## config.mk

```make
export PLATFORM = sky130hd
export DESIGN_NAME = alu_array_locked
export DESIGN_NICKNAME = d
export VERILOG_FILES = /design/src/rtl/alu_pkg.sv /design/src/rtl/alu_core.sv /design/src/rtl/alu_array_locked.sv
export SDC_FILE = /design/constraint.sdc
export NUM_CORES = 1
export LEC_CHECK = 0
export BUFFER_PORTS_ARGS = -buffer_cell sky130_fd_sc_hd__buf_2
export CORE_MARGIN = 2
export CORE_UTILIZATION = 55
export DETAILED_ROUTE_END_ITERATION = 12
export PLACE_DENSITY = 0.78
export SYNTH_ARGS = -nofsm -noshare
export SYNTH_HDL_FRONTEND = slang
export SYNTH_HIERARCHICAL = 1
export SYNTH_SLANG_ARGS = --single-unit
```

## constraint.sdc

```tcl
create_clock -name clk -period 11.2 [get_ports clk]
set_input_delay 1.12 -clock clk [delete_from_list [all_inputs] [get_ports clk]]
set_output_delay 1.12 -clock clk [all_outputs]
set_load 0.02 [all_outputs]
```

## src/rtl/alu_pkg.sv

```systemverilog
// Shared definitions for the locked ALU pool.
// - word_t   : 32-bit ALU data word
// - FUNCT_*  : MIPS R-type funct codes understood by alu_core
// Shift codes are only executed when ALU_SHIFT_OPS_EN is defined.
package alu_pkg;

  typedef logic [31:0] word_t;

  localparam logic [5:0] FUNCT_SLL  = 6'h00;
  localparam logic [5:0] FUNCT_SRL  = 6'h02;
  localparam logic [5:0] FUNCT_SRA  = 6'h03;
  localparam logic [5:0] FUNCT_SLLV = 6'h04;
  localparam logic [5:0] FUNCT_SRLV = 6'h06;
  localparam logic [5:0] FUNCT_SRAV = 6'h07;
  localparam logic [5:0] FUNCT_ADD  = 6'h20;
  localparam logic [5:0] FUNCT_ADDU = 6'h21;
  localparam logic [5:0] FUNCT_SUB  = 6'h22;
  localparam logic [5:0] FUNCT_SUBU = 6'h23;
  localparam logic [5:0] FUNCT_AND  = 6'h24;
  localparam logic [5:0] FUNCT_OR   = 6'h25;
  localparam logic [5:0] FUNCT_XOR  = 6'h26;
  localparam logic [5:0] FUNCT_NOR  = 6'h27;
  localparam logic [5:0] FUNCT_SLT  = 6'h2A;
  localparam logic [5:0] FUNCT_SLTU = 6'h2B;

endpackage

```

## src/rtl/alu_core.sv

```systemverilog
// Combinational 32-bit integer ALU (MIPS R-type funct subset).
// Ports:
//   a_i     in  32  operand A (shift amount source, a_i[4:0], for shifts)
//   b_i     in  32  operand B (value shifted for shifts)
//   funct_i in  6   funct code
//   res_o   out 32  result; unknown codes give 0
// Configuration: ALU_SHIFT_OPS_EN enables sll/srl/sra/sllv/srlv/srav.
module alu_core
  import alu_pkg::*;
(
  input  word_t      a_i,
  input  word_t      b_i,
  input  logic [5:0] funct_i,
  output word_t      res_o
);

  always_comb begin
    res_o = '0;
    case (funct_i)
      FUNCT_ADD, FUNCT_ADDU: res_o = a_i + b_i;
      FUNCT_SUB, FUNCT_SUBU: res_o = a_i - b_i;
      FUNCT_AND:             res_o = a_i & b_i;
      FUNCT_OR:              res_o = a_i | b_i;
      FUNCT_XOR:             res_o = a_i ^ b_i;
      FUNCT_NOR:             res_o = ~(a_i | b_i);
      FUNCT_SLT:             res_o = {31'b0, ($signed(a_i) < $signed(b_i))};
      FUNCT_SLTU:            res_o = {31'b0, (a_i < b_i)};
`ifdef ALU_SHIFT_OPS_EN
      // Fixed and variable shifts both take the amount from a_i[4:0].
      FUNCT_SLL, FUNCT_SLLV: res_o = b_i << a_i[4:0];
      FUNCT_SRL, FUNCT_SRLV: res_o = b_i >> a_i[4:0];
      FUNCT_SRA, FUNCT_SRAV: res_o = word_t'($signed(b_i) >>> a_i[4:0]);
`endif
      default:               res_o = '0;
    endcase
  end

endmodule

```

## src/rtl/alu_array_locked.sv

```systemverilog
// Pool of NUM_ALUS ALUs shared by NUM_PORTS issue channels with per-ALU locks.
// A free ALU is flash-granted (same cycle) to the requester with the smallest
// issue ID (lowest port index on ties) and stays locked to that owner until
// the owner asserts sic_release.
// Ports (arrays are [NUM_PORTS]):
//   clk, rst       clock, synchronous active-high reset
//   sic_alu_id     target ALU per channel (>= NUM_ALUS never granted)
//   sic_req        channel requests its target ALU
//   sic_issue_id   priority tag, smaller = older = higher priority
//   sic_release    owner frees its ALU at the next rising edge
//   sic_op_a/b     operands; sic_op_code funct code
//   sic_res_out    ALU result when granted, else 0
//   sic_grant_out  channel owns or flash-wins its target ALU
// Configuration: ALU_SHIFT_OPS_EN (in alu_core) adds shift funct codes.
module alu_array_locked
  import alu_pkg::*;
#(
  parameter int unsigned NUM_ALUS  = 2,
  parameter int unsigned NUM_PORTS = 4,
  parameter int unsigned ID_WIDTH  = 8,
  parameter int unsigned ALU_ID_W  = (NUM_ALUS > 1) ? $clog2(NUM_ALUS) : 1
) (
  input  logic                clk,
  input  logic                rst,
  input  logic [ALU_ID_W-1:0] sic_alu_id    [NUM_PORTS],
  input  logic                sic_req       [NUM_PORTS],
  input  logic [ID_WIDTH-1:0] sic_issue_id  [NUM_PORTS],
  input  logic                sic_release   [NUM_PORTS],
  input  logic [31:0]         sic_op_a      [NUM_PORTS],
  input  logic [31:0]         sic_op_b      [NUM_PORTS],
  input  logic [5:0]          sic_op_code   [NUM_PORTS],
  output logic [31:0]         sic_res_out   [NUM_PORTS],
  output logic                sic_grant_out [NUM_PORTS]
);

  localparam int unsigned PORT_W = (NUM_PORTS > 1) ? $clog2(NUM_PORTS) : 1;

  logic [NUM_ALUS-1:0]  locked_q, locked_d;
  logic [PORT_W-1:0]    owner_q [NUM_ALUS];
  logic [PORT_W-1:0]    owner_d [NUM_ALUS];

  logic [NUM_ALUS-1:0]  win_vld;
  logic [PORT_W-1:0]    win_idx [NUM_ALUS];
  logic [ID_WIDTH-1:0]  win_id  [NUM_ALUS];
  logic [NUM_ALUS-1:0]  owner_rel;
  logic [NUM_PORTS-1:0] grant;
  word_t                core_res [NUM_PORTS];

  // Min-ID search per ALU. Ports are scanned in ascending order with a strict
  // compare, so the lowest port index keeps the win on equal IDs.
  always_comb begin
    win_vld = '0;
    for (int unsigned k = 0; k < NUM_ALUS; k++) begin
      win_idx[k] = '0;
      win_id[k]  = '0;
      for (int unsigned p = 0; p < NUM_PORTS; p++) begin
        if (sic_req[p] && (sic_alu_id[p] == ALU_ID_W'(k))) begin
          if (!win_vld[k] || (sic_issue_id[p] < win_id[k])) begin
            win_vld[k] = 1'b1;
            win_id[k]  = sic_issue_id[p];
            win_idx[k] = PORT_W'(p);
          end
        end
      end
    end
  end

  // Only the recorded owner can release; release on a free lock is ignored
  // because owner_rel is only consulted while locked.
  always_comb begin
    owner_rel = '0;
    for (int unsigned k = 0; k < NUM_ALUS; k++) begin
      for (int unsigned p = 0; p < NUM_PORTS; p++) begin
        if ((owner_q[k] == PORT_W'(p)) && sic_release[p]) begin
          owner_rel[k] = 1'b1;
        end
      end
    end
  end

  always_comb begin
    locked_d = locked_q;
    for (int unsigned k = 0; k < NUM_ALUS; k++) begin
      owner_d[k] = owner_q[k];
      if (locked_q[k]) begin
        if (owner_rel[k]) begin
          locked_d[k] = 1'b0;
        end
      end else if (win_vld[k]) begin
        locked_d[k] = 1'b1;
        owner_d[k]  = win_idx[k];
      end
    end
  end

  // A held lock grants its owner irrespective of sic_req; a free lock grants
  // the current winner. Out-of-range targets match no k and stay ungranted.
  always_comb begin
    grant = '0;
    for (int unsigned p = 0; p < NUM_PORTS; p++) begin
      for (int unsigned k = 0; k < NUM_ALUS; k++) begin
        if (!rst && (sic_alu_id[p] == ALU_ID_W'(k))) begin
          if (locked_q[k]) begin
            grant[p] = (owner_q[k] == PORT_W'(p));
          end else begin
            grant[p] = win_vld[k] && (win_idx[k] == PORT_W'(p));
          end
        end
      end
    end
  end

  always_ff @(posedge clk) begin
    if (rst) begin
      locked_q <= '0;
      for (int unsigned k = 0; k < NUM_ALUS; k++) begin
        owner_q[k] <= '0;
      end
    end else begin
      locked_q <= locked_d;
      for (int unsigned k = 0; k < NUM_ALUS; k++) begin
        owner_q[k] <= owner_d[k];
      end
    end
  end

  // One ALU datapath per channel: the result always follows the granted
  // channel's own operands.
  for (genvar p = 0; p < NUM_PORTS; p++) begin : g_port
    alu_core u_core (
      .a_i     (sic_op_a[p]),
      .b_i     (sic_op_b[p]),
      .funct_i (sic_op_code[p]),
      .res_o   (core_res[p])
    );
    assign sic_grant_out[p] = grant[p];
    assign sic_res_out[p]   = grant[p] ? core_res[p] : '0;
  end

endmodule

```

==> metrics.cfg <==
[status]
run_status = finished, final reports clean

[placement]
placed_area_um2 = 28800
io_buffer_count = 457
place_congestion = 0.988
dpl_worst_slack_ns = 1.31
detail_placement_hpwl_mm = 70.5

[grt]
grt_first_pass_wirelength_mm = 139
antenna_found_initial = 40
gr-total-overflow = 0
grt_pass1_vias = 26788
grtUsageTotal_pct = 33.2
grt_start_max_net_pins = 75

[floorplan]
die_area_um2 = 50200
die-height_um = 224
die_x_um = 224
number_of_placement_rows = 80
io-pin-count = 458
floorplan.initialDensity_pct = 55.8
core-area_um2 = 47700

[logic_synthesis]
avgSynthCellArea_um2 = 6.89
synth.cell_area_um2 = 26600
ys_seq_area_share_pct = 0.451
synth_commonest_cells = ha_1 (474), a21oi_1 (434), inv_1 (367)
synth-edff-count = 0
asyncSetResetFlopFracSynth_pct = 0
synth.distinct_cells = 104
mappedNetlistNets = 4675
synth_cells = 3867
yosys_register_bits = 6
synth.top_cell.area_share_pct = 22.3
synth_top_area_cell = ha_1
synth.most_common_cell = ha_1
ys_top_cells_by_area = ha_1 (22%), a21oi_1 (8.2%), xnor2_1 (6.1%)
synth_flop_cell = dfxtp_1
yosysWarningCount = 6

[clock_tree]
root_buffer = clkbuf_16
largest_buffer_count_on_any_clock_path = 2
cts_buffers = 3
hold_buffers = 0
tritoncts = built
htree_levels = 1
postCtsSetupBuffers = 0
cts.sinks = 6
cts.reportedPaths.clkPinSlew_ns = 0.03
post_cts.resized_instances = 0
clock_latency_ns = 0.23

[routing]
detail_route.first_pass.iterations = 6
dr_total_vias = 29617
finalWirelength_mm = 89.0
final_antenna_net_count = 0
remaining_drc_errors = 0
detail_route.vias_per_cell = 6.23
drt_iter0_markers = 2854
post_drt_wl_per_cell_um = 18.7

[power_and_ir_drop]
netSwitchingFraction_pct = 59.0
netSwitchingPower_uw = 861
worst_vdd_rail_ir_drop_mv = 0.0441
power_per_cell_area_nw_per_um2 = 50.4
cellInternalPower_uw = 598
seq_power_share_pct = 2.0
power_leakage_uw = 0.0138
power_frac_clock_pct = 4.0
share_comb_of_total_power_pct = 94.1

[worst_hold_path]
hold_path.class = register to register

[sta]
final_hold_viol_count = 0
slew_viol_final = 0
timing.clock.skew_ns = 0.0000485
slew_headroom_pct = 21.1
grt_setup_unrepaired = no
finalSetupTns_ns = 0
final_min_period_over_clock_period_pct = 89.2
worst-slew-pin-transition_ns = 1.18
setup_slack_ns = 1.21
setup_viol = 0
timing.fmax_mhz = 100
layout_min_cycle_time_ns = 9.99

[worst_setup_path]
start_kind = primary input
worst-endpoint-arrival_ns = 8.87
worst_path_most_repeated_cell = ha_1
setup.worst_path.end_class = output pin
critical-path-max-stage-delay_ns = 0.86
critical_path.top_delay_family = compound AO/OA/AOI/OAI gates
required_ns = 10.08
crit_type = primary input to output pin
critical_path.n_buffers_inverters = 4
critical_path_top_delay_cell = a31oi_4
highest_net_fanout_along_the_worst_path = 23

[final_layout]
flow.area_growth_from_synthesis_pct = 8.79
multi_input_area_um2 = 24000
design_area_um2 = 29000
drive_gt1_share_pct = 16.4
regArea_um2 = 120
finish.net_count = 4914
final.fill_count = 4548

[run]
max_cap_violations = 0

cells in the final DEF (no fill, tap or decap), types with 33 or more instances in the layout:
cell type	n
ha_1	474
buf_2	453
a21oi_1	434
inv_1	367
nor2_1	343
nand2_1	201
xnor2_1	185
o21ai_0	163
mux2i_1	119
o22ai_1	104
nor3_1	73
nand3_1	70
a21o_1	66
o21bai_1	59
nor3b_2	58
a211oi_1	53
o211ai_1	51
nor2b_1	40
nand2b_1	39
a211o_1	38
diode_2	36
o21ai_1	36
o31ai_1	34
a31oi_1	33
buf_4	33
cell type report:
| type | instances | share of cell area [%] |
|---|---|---|
| inverter | 378 | 4.90 |
| clock buffer | 3 | 0.259 |
| multi-input combinational | 3231 | 82.8 |
| tap | 615 | 2.66 |
| antenna | 36 | 0.311 |
| timing repair buffer | 486 | 8.68 |
| sequential | 6 | 0.415 |
worst min-delay path: cells and delay by family (launching register included):
kind | cells | cell delay [ns]
simple gates | 1 | 0.13
flops | 1 | 0.35
compound gates | 1 | 0.05
through the flow:
step                total power (uW)  hold slack (ns)  utilization, %  cells
floorplan                       1030            0.518               -   3867
detailed placement              1360            0.563            60.3   4716
global route                    1590            0.603            60.6   4743
finish                          1460            0.579            60.7   4755
CTS                             1430            0.575            60.5   4719
global placement                1350            0.549            60.3   4716
power groups by stage:
| stage | sequential, uW | clock, uW | combinational [uW] |
|---|---|---|---|
| 6_report | 29.0 | 57.8 | 1370 |
| 5_1_grt | 29.5 | 59.5 | 1500 |
| 3_5_place_dp | 29.0 | 0 | 1340 |
| 2_1_floorplan | 27.8 | 0 | 1000 |
| 4_1_cts | 28.7 | 57.4 | 1340 |
| 3_3_place_gp | 28.8 | 0 | 1320 |
cells by family after synthesis:
logic type               after synthesis  synth area share (%)
flip-flops                             6                 0.451
adder cells (fa/ha/maj)              482                  22.9
AO/OA/AOI/OAI                       1361                  34.3
AND/OR/NAND/NOR                     1037                  20.4
multiplexers                         136                  5.28
buffers and inverters                630                  9.63
XOR/XNOR                             215                  7.07
path summary, 6_finish.rpt:
| path | slack [ns] | end | from | cells past startpoint |
|---|---|---|---|---|
| worst max-delay path | 1.21 | sic_res_out[105] | sic_alu_id[3] | 27 |
| worst min-delay path | 0.58 | owner_q[0][0] | owner_q[0][0] | 2 |
| worst max register to register | 9.91 | locked_q[0] | owner_q[0][0] | 4 |
| worst min register to register | 0.58 | owner_q[0][0] | owner_q[0][0] | 2 |
flip-flops by register name (all words and copies together), names as in the netlist:
| signal | count |
|---|---|
| owner_q | 4 |
| locked_q | 2 |
per-layer routing:
metal / up-vias / routed length, um / global-route usage [%]
li1: 14363 / - / -
met5: - / 137 / 0
met3: 192 / 7340 / 4.33
met4: 22 / 2860 / 11.6
met1: 13716 / 38600 / 44.6
met2: 1324 / 40100 / 54.2
Note: power is estimated with default switching activity, not from simulation.
